===== config.mk =====
export PLATFORM = sky130hd
export DESIGN_NAME = cc_position_driver
export DESIGN_NICKNAME = d
export VERILOG_FILES = /design/src/rtl/cc_position_driver_pkg.sv /design/src/rtl/cc_blink_prescaler.sv /design/src/rtl/cc_position_driver.sv
export SDC_FILE = /design/constraint.sdc
export NUM_CORES = 1
export LEC_CHECK = 0
export CAP_MARGIN = 15
export CORE_ASPECT_RATIO = 0.6
export CORE_MARGIN = 1
export CORE_UTILIZATION = 45
export CTS_CLUSTER_SIZE = 30
export DETAILED_ROUTE_END_ITERATION = 8
export GPL_TIMING_DRIVEN = 0
export PLACE_DENSITY = 0.64
export SLEW_MARGIN = 20
export SYNTH_ARGS = -nofsm -noshare
export SYNTH_HDL_FRONTEND = slang
export SYNTH_SLANG_ARGS = --single-unit
export TNS_END_PERCENT = 100

===== constraint.sdc =====
create_clock -name CC_POSITIONDRIVER_CLOCK_50 -period 5.55 [get_ports CC_POSITIONDRIVER_CLOCK_50]
set_clock_uncertainty 0.05 [all_clocks]
set_input_delay 0.8325 -clock CC_POSITIONDRIVER_CLOCK_50 [delete_from_list [all_inputs] [get_ports CC_POSITIONDRIVER_CLOCK_50]]
set_output_delay 0.8325 -clock CC_POSITIONDRIVER_CLOCK_50 [all_outputs]
set_load 0.01 [all_outputs]

===== src/rtl/cc_position_driver_pkg.sv =====
// ============================================================================
// cc_position_driver_pkg : shared encodings and constants for the position driver
// Rev 1.0
// ============================================================================
`default_nettype none

package cc_position_driver_pkg;

  typedef enum logic [1:0] {
    ST_IDLE  = 2'd0,
    ST_PLAY  = 2'd1,
    ST_CRASH = 2'd2
  } posdrv_state_t;

  localparam int unsigned SEL_UBICACION = 0;
  localparam int unsigned SEL_NADA      = 1;

  localparam int unsigned CRASH_TOGGLE_LIMIT = 5;
  localparam int unsigned CRASH_TOGGLE_WIDTH = 3;

  // Home column is the upper of the two middle columns.
  function automatic int unsigned home_index(input int unsigned width);
    return width / 2;
  endfunction

endpackage

`default_nettype wire


===== src/rtl/cc_blink_prescaler.sv =====
// ============================================================================
// cc_blink_prescaler : free-running period counter with one-cycle terminal pulse
// Rev 1.0
// ============================================================================
`default_nettype none

module cc_blink_prescaler #(
  parameter int PERIOD = 4
) (
  input  logic clk,
  input  logic rst,
  input  logic clear,
  input  logic enable,
  output logic tick
);

  localparam int                   CNT_WIDTH = (PERIOD > 2) ? $clog2(PERIOD) : 1;
  localparam logic [CNT_WIDTH-1:0] c_last    = CNT_WIDTH'(PERIOD - 1);

  logic [CNT_WIDTH-1:0] r_count;

  always_ff @(posedge clk or posedge rst) begin
    if (rst) begin
      r_count <= '0;
    end else if (clear) begin
      r_count <= '0;
    end else if (enable) begin
      if (r_count == c_last) begin
        r_count <= '0;
      end else begin
        r_count <= r_count + 1'b1;
      end
    end
  end

  assign tick = enable && !clear && (r_count == c_last);

endmodule

`default_nettype wire


===== src/rtl/cc_position_driver.sv =====
// ============================================================================
// cc_position_driver : player position register and IDLE/PLAY/CRASH sequencer
// Rev 1.0
// ============================================================================
`default_nettype none

module cc_position_driver
  import cc_position_driver_pkg::*;
#(
  parameter int POSDRV_DATAWIDTH    = 8,
  parameter int POSDRV_SELECTWIDTH  = 2,
  parameter int POSDRV_BLINK_PERIOD = 12500000
) (
  input  logic                          CC_POSITIONDRIVER_CLOCK_50,
  input  logic                          CC_POSITIONDRIVER_RESET_InHigh,
  input  logic                          CC_POSITIONDRIVER_start_In,
  input  logic                          CC_POSITIONDRIVER_left_In,
  input  logic                          CC_POSITIONDRIVER_right_In,
  input  logic                          CC_POSITIONDRIVER_crash_In,
  output logic [POSDRV_SELECTWIDTH-1:0] CC_POSITIONDRIVER_select_OutBUS,
  output logic [POSDRV_DATAWIDTH-1:0]   CC_POSITIONDRIVER_UBICACION_OutBUS,
  output logic [POSDRV_DATAWIDTH-1:0]   CC_POSITIONDRIVER_NADA_OutBUS,
  output logic [1:0]                    CC_POSITIONDRIVER_state_OutBUS
);

  localparam int DW = POSDRV_DATAWIDTH;
  localparam int SW = POSDRV_SELECTWIDTH;

  localparam logic [DW-1:0] c_home   = DW'(1) << home_index(DW);
  localparam logic [SW-1:0] c_sel_ub = SW'(SEL_UBICACION);
  localparam logic [SW-1:0] c_sel_na = SW'(SEL_NADA);
  localparam logic [CRASH_TOGGLE_WIDTH-1:0] c_toggle_limit =
    CRASH_TOGGLE_WIDTH'(CRASH_TOGGLE_LIMIT);

  logic                          clk;
  logic                          rst;
  posdrv_state_t                 r_state;
  logic [DW-1:0]                 r_pos;
  logic [SW-1:0]                 r_select;
  logic [CRASH_TOGGLE_WIDTH-1:0] r_toggles;
  logic                          w_crash_entry;
  logic                          w_blink_tick;
  logic                          w_move_left;
  logic                          w_move_right;

  assign clk = CC_POSITIONDRIVER_CLOCK_50;
  assign rst = CC_POSITIONDRIVER_RESET_InHigh;

  assign w_crash_entry = (r_state == ST_PLAY) && CC_POSITIONDRIVER_crash_In;
  assign w_move_left   = CC_POSITIONDRIVER_left_In && !CC_POSITIONDRIVER_right_In;
  assign w_move_right  = CC_POSITIONDRIVER_right_In && !CC_POSITIONDRIVER_left_In;

  cc_blink_prescaler #(
    .PERIOD (POSDRV_BLINK_PERIOD)
  ) u_blink (
    .clk    (clk),
    .rst    (rst),
    .clear  (w_crash_entry),
    .enable (r_state == ST_CRASH),
    .tick   (w_blink_tick)
  );

  always_ff @(posedge clk or posedge rst) begin
    if (rst) begin
      r_state   <= ST_IDLE;
      r_pos     <= c_home;
      r_select  <= c_sel_ub;
      r_toggles <= '0;
    end else begin
      case (r_state)
        ST_IDLE: begin
          r_pos    <= c_home;
          r_select <= c_sel_ub;
          if (CC_POSITIONDRIVER_start_In) begin
            r_state <= ST_PLAY;
          end
        end

        ST_PLAY: begin
          // Crash wins over any same-cycle move so the collision column is kept.
          if (CC_POSITIONDRIVER_crash_In) begin
            r_state   <= ST_CRASH;
            r_select  <= c_sel_ub;
            r_toggles <= '0;
          end else if (w_move_left) begin
            if (!r_pos[DW-1]) begin
              r_pos <= r_pos << 1;
            end
          end else if (w_move_right) begin
            if (!r_pos[0]) begin
              r_pos <= r_pos >> 1;
            end
          end
        end

        ST_CRASH: begin
          if (w_blink_tick) begin
            if (r_toggles == c_toggle_limit) begin
              r_state  <= ST_IDLE;
              r_pos    <= c_home;
              r_select <= c_sel_ub;
            end else begin
              r_select  <= (r_select == c_sel_ub) ? c_sel_na : c_sel_ub;
              r_toggles <= r_toggles + 1'b1;
            end
          end
        end

        default: begin
          r_state  <= ST_IDLE;
          r_pos    <= c_home;
          r_select <= c_sel_ub;
        end
      endcase
    end
  end

  assign CC_POSITIONDRIVER_select_OutBUS     = r_select;
  assign CC_POSITIONDRIVER_UBICACION_OutBUS  = r_pos;
  assign CC_POSITIONDRIVER_NADA_OutBUS       = '0;
  assign CC_POSITIONDRIVER_state_OutBUS      = r_state;

endmodule

`default_nettype wire


==> results.py, run 1 <==
metrics = {
    "sta": {
        "worst_pin_slew_ns": 0.651,
        "fin_crit_sh_pct": 49.4,
        "rsz0062_at_grt": "no",
        "fmax_mhz": 365,
        "hold_viol": 0,
        "period_minus_slack_ns": 2.74,
        "timing.setup.tns_ns": 0,
        "worst_slack_ns": 2.81,
        "setup_violations": 0,
        "maxSlewViolCount": 0,
        "slew_headroom_pct": 56.3,
    },
    "die": {
        "dieHeight_um": 57.1,
        "ioPinCount": 26,
        "coreArea_um2": 4710,
        "die_w_um": 93.8,
        "start_util_pct": 48.4,
        "dieArea_um2": 5360,
        "num_rows": 19,
    },
    "yosys": {
        "syn_inst": 253,
        "synth.top_cell.area_share_pct": 40.7,
        "synth_flop_cell": "dfrtp_1",
        "ys_types": 51,
        "synth-edff-count": 0,
        "synth_area_leaders": "dfrtp_1 41%, nand3_1 4.4%, a21oi_1 4.2%, nand2_1 3.5%, a31oi_1 3.3%",
        "yosys.area_share.simple_pct": 23.6,
        "synth_compound_area_share_pct": 22.8,
        "yosysWarnings": 0,
        "ys_seq_area_share_pct": 41.8,
        "netlist_area_um2": 2280,
        "yosysMostFrequentCell": "dfrtp_1",
        "async_flop_share_pct": 100,
        "synth_seq_cells": 38,
        "synth.area.mux_share_pct": 1.81,
        "synth_largest_area_cell": "dfrtp_1",
        "synth_xor_area_share_pct": 0,
        "synthTopCellsByCount": "37 x dfrtp_1, 21 x nand2_1, 20 x nand3_1, 19 x a21oi_1",
        "synth_top_family_by_area": "simple AND/OR/NAND/NOR gates",
        "avgSynthCellArea_um2": 9.00,
        "synthAdderAreaFrac_pct": 2.20,
    },
    "routing": {
        "drc": 0,
        "routed_wl_mm": 5.71,
        "drtIter0Drc": 147,
        "vias": 2072,
        "post_drt_wl_per_cell_um": 16.4,
        "ant_nets": 0,
        "via_per_inst": 5.94,
        "drt-pass1-iter-count": 5,
    },
    "global_routing": {
        "grt-ovfl-total": 0,
        "grt_pass1_wl_mm": 9.34,
        "grt_max_degree": 34,
        "antenna_found_initial": 0,
        "grt_pass1_vias": 1744,
        "grt_usage_pct": 23.1,
    },
    "worst_setup_path": {
        "path_max_fanout": 10,
        "cp-end-kind": "register",
        "critPathKind": "input pin to register",
        "cp.required_ns": 5.72,
        "rrSetupSlack_ns": 3.21,
        "worstSetupStartpointType": "input pin",
        "r2r_cells": 7,
        "r2r-start": "u_blink.r_count[0]$_DFFE_PP0P_",
        "r2r_end": "r_toggles[2]$_DFFE_PP0P_",
        "worstPathArrival_ns": 2.91,
    },
    "clocking": {
        "cts_hold_buf": 0,
        "postCtsSetupRepairBufs": 0,
        "cts_buffers": 5,
        "cts_max_path_buffers": 2,
        "cts_resized": 0,
        "htreeDepth": 2,
        "cts_root_buffer": "clkbuf_8",
        "cts_tree": "yes",
        "cts_num_sinks": 38,
        "clk_pin_slew_ns": 0.08,
        "clk_latency_ns": 0.29,
    },
    "power_and_ir_drop": {
        "finalPower_mw": 0.944,
        "vdd_drop_max_mv": 0.195,
        "power_density_nw_per_um2": 349,
        "leakage_nw": 1.10,
    },
    "hold_path": {
        "hold_path.class": "register to register",
        "hold_end": "u_blink.r_count[20]$_DFFE_PP0P_",
        "holdPathStages": 1,
        "hold_path_startpoint": "u_blink.r_count[20]$_DFFE_PP0P_",
    },
    "place": {
        "postPlaceCellArea_um2": 2560,
        "dp_slack_ns": 2.53,
        "dp_hpwl_mm": 4.12,
        "gp_congestion": 0.849,
        "port_buffers": 16,
    },
    "layout": {
        "fin_area_um2": 2710,
        "layout-drive-gt1-share_pct": 11.9,
        "antennaDiodeCount": 0,
        "fin_nets": 295,
        "post-route-util_pct": 57.5,
        "fillers": 419,
        "areaGrowthSynthToFinish_pct": 19.0,
    },
    "flow_run": {
        "max-cap-violations": 0,
    },
    "status": {
        "status": "complete, no violations",
    },
}
-- logic make-up after synthesis --
| group | count (synthesis) |
|---|---|
| AO/OA/AOI/OAI | 76 |
| other | 1 |
| adder cells (fa/ha/maj) | 4 |
| AND/OR/NAND/NOR | 98 |
| buffers and inverters | 32 |
| multiplexers | 4 |
| flip-flops | 38 |
-- power by group --
part | switching, mW | internal (mW)
Clock | 0.105 | 0.192
Combinational | 0.106 | 0.0963
Sequential | 0.0980 | 0.346
-- worst max-delay path, stage by stage --
cell,delay [ns]
clkdlybuf4s50_1,0.46
inv_1,0.04
ha_1,0.16
clkbuf_1,0.20
a211oi_1,0.32
nor2b_1,0.30
nand2_1,0.22
a311oi_1,0.30
a21oi_1,0.07
-- per-stage QoR --
stage / hold slack (ns) / instances
2_1_floorplan: 0.388 / 261
3_3_place_gp: 0.422 / 340
3_5_place_dp: 0.420 / 341
4_1_cts: 0.436 / 349
5_1_grt: 0.468 / 349
6_report: 0.443 / 349
-- flip-flops by register name, indices dropped and copies added (netlist names) --
signal,count
u_blink.r_count,24
CC_POSITIONDRIVER_select_OutBUS,1
CC_POSITIONDRIVER_UBICACION_OutBUS,8
r_toggles,3
CC_POSITIONDRIVER_state_OutBUS,2
-- cell type report --
| class | count | area (um2) | share of cell area, % |
|---|---|---|---|
| Tap cell | 63 | 78.8 | 2.91 |
| Buffer | 20 | 128 | 4.71 |
| Inverter | 12 | 45.0 | 1.66 |
| Clock buffer | 6 | 82.6 | 3.05 |
| Clock inverter | 2 | 60.1 | 2.22 |
| Sequential cell | 38 | 952 | 35.2 |
| Timing Repair Buffer | 17 | 180 | 6.65 |
| Multi-Input combinational cell | 191 | 1180 | 43.6 |
-- metal layers --
layer	track usage [%]	up-vias	part of all wire, %
met5	0	-	0
met4	5.27	0	0.84
met3	4.80	7	6.9
met2	29.0	85	38
met1	38.9	985	54
li1	-	995	-
-- cell usage in the layout (no fill, tap or decap), types with 5 or more instances in the layout --
master and count:
nor2b_1 5, clkbuf_1 5, or3_1 9, buf_4 9
dfrtp_1 37, clkbuf_8 6, clkdlybuf4s50_1 16, a31oi_1 12
nand3_1 20, a21oi_1 19, nor3_1 9, o21ai_1 10
a21o_1 5, conb_1 9, nand4_1 5, o2bb2ai_1 5
nor2_1 11, o21ai_0 6, nand2_1 21, inv_1 11
-- worst max path at each step --
stage / to / from / cells after the start
after floorplan: CC_POSITIONDRIVER_UBICACION_OutBUS[4]$_DFFE_PP1P_ / CC_POSITIONDRIVER_right_In / 8
after global placement: CC_POSITIONDRIVER_UBICACION_OutBUS[4]$_DFFE_PP1P_ / CC_POSITIONDRIVER_right_In / 9
after detailed placement: CC_POSITIONDRIVER_UBICACION_OutBUS[4]$_DFFE_PP1P_ / CC_POSITIONDRIVER_right_In / 9
after CTS: CC_POSITIONDRIVER_UBICACION_OutBUS[4]$_DFFE_PP1P_ / CC_POSITIONDRIVER_right_In / 9
after global routing: CC_POSITIONDRIVER_UBICACION_OutBUS[4]$_DFFE_PP1P_ / CC_POSITIONDRIVER_right_In / 9
final: CC_POSITIONDRIVER_UBICACION_OutBUS[4]$_DFFE_PP1P_ / CC_POSITIONDRIVER_right_In / 9
Note: power is estimated with default switching activity, not from simulation.
==> run 2: changes to the inputs <==
--- a/config.mk
+++ b/config.mk
@@ -12,7 +12,7 @@
 export CTS_CLUSTER_SIZE = 30
 export DETAILED_ROUTE_END_ITERATION = 8
 export GPL_TIMING_DRIVEN = 0
-export PLACE_DENSITY = 0.64
+export PLACE_DENSITY = 0.67
 export SLEW_MARGIN = 20
 export SYNTH_ARGS = -nofsm -noshare
 export SYNTH_HDL_FRONTEND = slang
==> constraint.sdc (replaced) <==
create_clock -name CC_POSITIONDRIVER_CLOCK_50 -period 2.5 [get_ports CC_POSITIONDRIVER_CLOCK_50]
set_clock_uncertainty 0.05 [all_clocks]
set_input_delay 0.375 -clock CC_POSITIONDRIVER_CLOCK_50 [delete_from_list [all_inputs] [get_ports CC_POSITIONDRIVER_CLOCK_50]]
set_output_delay 0.375 -clock CC_POSITIONDRIVER_CLOCK_50 [all_outputs]
set_load 0.01 [all_outputs]
==> run 2 against run 1 <==
Effect of this change:
- core utilization down 0.96 points
- total power up 100%
- routed wire length down 1.8%
- first-iteration DRC count up 35%
- non-clock buffer count unchanged
- setup slack worse by 2.6 ns
- sequential share of layout area up 0.60 points
- sequential cell count unchanged
- sequential power up 120%
- critical path depth down 3
- global-route usage up 0.33 points
- highest routed layer unchanged
==> results.py, run 2 (synthesized netlist as in run 1, its figures left out) <==
metrics = {
    "layout": {
        "largest_reg_flops": 24,
        "final_cell_mix": "37 x dfrtp_1, 21 x nand2_1, 20 x nand3_1",
        "regMostFlops": "u_blink.r_count",
        "fin_nets": 295,
        "layout-drive-gt1-share_pct": 12.2,
        "post-route-util_pct": 56.6,
        "antennaDiodeCount": 0,
        "final_common_cell": "dfrtp_1",
        "areaGrowthSynthToFinish_pct": 17.0,
    },
    "die": {
        "ioPinCount": 26,
        "coreArea_um2": 4710,
        "num_rows": 19,
        "die_w_um": 93.8,
        "dieArea_um2": 5360,
        "dieHeight_um": 57.1,
        "start_util_pct": 48.4,
    },
    "global_routing": {
        "grt_max_degree": 29,
        "grt-ovfl-total": 0,
        "grt_pass1_vias": 1809,
        "grt_pass1_wl_mm": 9.54,
        "grt_usage_pct": 23.4,
        "antenna_found_initial": 0,
    },
    "place": {
        "gp_congestion": 0.842,
        "dp_hpwl_mm": 4.11,
        "port_buffers": 16,
    },
    "routing": {
        "drc": 0,
        "vias": 2066,
        "via_per_inst": 5.92,
        "drtIter0Drc": 199,
        "ant_nets": 0,
        "drt-pass1-iter-count": 5,
        "routed_wl_mm": 5.61,
        "post_drt_wl_per_cell_um": 16.1,
    },
    "sta": {
        "period_minus_slack_ns": 2.33,
        "fmax_mhz": 429,
        "rsz0062_at_grt": "no",
        "fin_crit_sh_pct": 93.2,
        "setup_violations": 0,
        "worst_pin_slew_ns": 0.668,
        "hold_viol": 0,
        "fin_hold_ws_ns": 0.290,
        "slew_headroom_pct": 55.1,
        "maxSlewViolCount": 0,
    },
    "clocking": {
        "clk_pin_slew_ns": 0.08,
        "cts_max_path_buffers": 2,
        "postCtsSetupRepairBufs": 0,
        "cts_root_buffer": "clkbuf_8",
        "htreeDepth": 2,
        "cts_buffers": 5,
        "cts_tree": "yes",
        "cts_num_sinks": 38,
        "clk_latency_ns": 0.29,
    },
    "hold_path": {
        "hold_path.class": "input pin to async pin",
    },
    "worst_setup_path": {
        "worst-path-buf-inv": 1,
        "worstPathCellList": "or4b_1 -> nor4_4 -> a31oi_2 -> buf_2 -> o21ai_1 -> o41ai_2",
        "critPathSlowestCell": "or4b_1",
        "worstSetupStartpointType": "register",
        "cp-end-kind": "register",
        "critPathKind": "register to register",
        "worstPathArrival_ns": 2.45,
        "slowest_delay_ns": 0.64,
        "cp.required_ns": 2.62,
        "crit_family": "simple AND/OR/NAND/NOR gates",
        "path_max_fanout": 10,
    },
    "power_and_ir_drop": {
        "vdd_drop_max_mv": 0.520,
        "power_density_nw_per_um2": 707,
        "leakage_nw": 1.08,
    },
    "status": {
        "status": "complete, no violations",
    },
    "flow_run": {
        "max-cap-violations": 0,
    },
}
## run 2: changes by cell type in the layout (fill, tap and decap cells not counted)
cell / change
bufinv_16: -2
clkinv_2: +1
clkinvlp_4: +1
nor2b_1: -1
nor2b_2: +1
## run 2: what timing repair did
action | 4_1_cts | 5_1_grt
setup endpoints to repair | 0 | 1
hold buffers | 0 | 0
gates resized for setup | 0 | 1
## run 2: area by class of cell
cell class	instances	area (um2)
timing repair buffer	17	180
tap	63	78.8
inverter	12	45.0
clock buffer	6	82.6
multi-input combinational	191	1180
clock inverter	2	12.5
sequential	38	952
fill	421	2040
buffer	20	128
## run 2: power breakdown
part | leakage (nW) | switching (mW) | internal [mW]
Sequential | 0.471 | 0.213 | 0.769
Combinational | 0.561 | 0.234 | 0.214
Clock | 0.0472 | 0.232 | 0.222
## run 2: path summary, 6_finish.rpt
check                                                              start  depth (start not counted)  slack, ns                                                end
worst max-delay path                      u_blink.r_count[5]$_DFFE_PP0P_                          6       0.17                           r_toggles[1]$_DFFE_PP0P_
worst min-delay path                      CC_POSITIONDRIVER_RESET_InHigh                          2       0.29                    u_blink.r_count[13]$_DFFE_PP0P_
worst max register to register            u_blink.r_count[5]$_DFFE_PP0P_                          6       0.17                           r_toggles[1]$_DFFE_PP0P_
worst min register to register           u_blink.r_count[20]$_DFFE_PP0P_                          1       0.43                    u_blink.r_count[20]$_DFFE_PP0P_
max in group asynchronous                 CC_POSITIONDRIVER_RESET_InHigh                          3       1.60  CC_POSITIONDRIVER_UBICACION_OutBUS[4]$_DFFE_PP1P_
min in group CC_POSITIONDRIVER_CLOCK_50  u_blink.r_count[20]$_DFFE_PP0P_                          1       0.43                    u_blink.r_count[20]$_DFFE_PP0P_
## run 2: routing by layer
| layer | up-vias | GRT usage, % | part of all wire (%) |
|---|---|---|---|
| met5 | - | 0 | 0 |
| met4 | 0 | 3.96 | 0.68 |
| met3 | 5 | 4.80 | 6.9 |
| met2 | 73 | 28.8 | 38 |
| met1 | 1000 | 40.5 | 54 |
| li1 | 988 | - | - |
## run 2: worst register-to-register path, cell delays in order, from the launching register on
cell	delay [ns]
dfrtp_1	0.47
or4b_1	0.64
nor4_4	0.24
a31oi_2	0.25
buf_2	0.27
o21ai_1	0.20
o41ai_2	0.09
## run 2: metrics by stage
stage	area [um2]	power [mW]	setup slack, ns	setup TNS (ns)	instances
final	2660	1.88	0.170	0	349
after global routing	2660	2.02	0.0338	0	349
after detailed placement	2560	1.43	-0.0531	-0.0531	341
after global placement	2540	1.41	-0.0832	-0.0832	340
after CTS	2660	1.88	0.195	0	349
after floorplan	2310	1.28	0.466	0	261
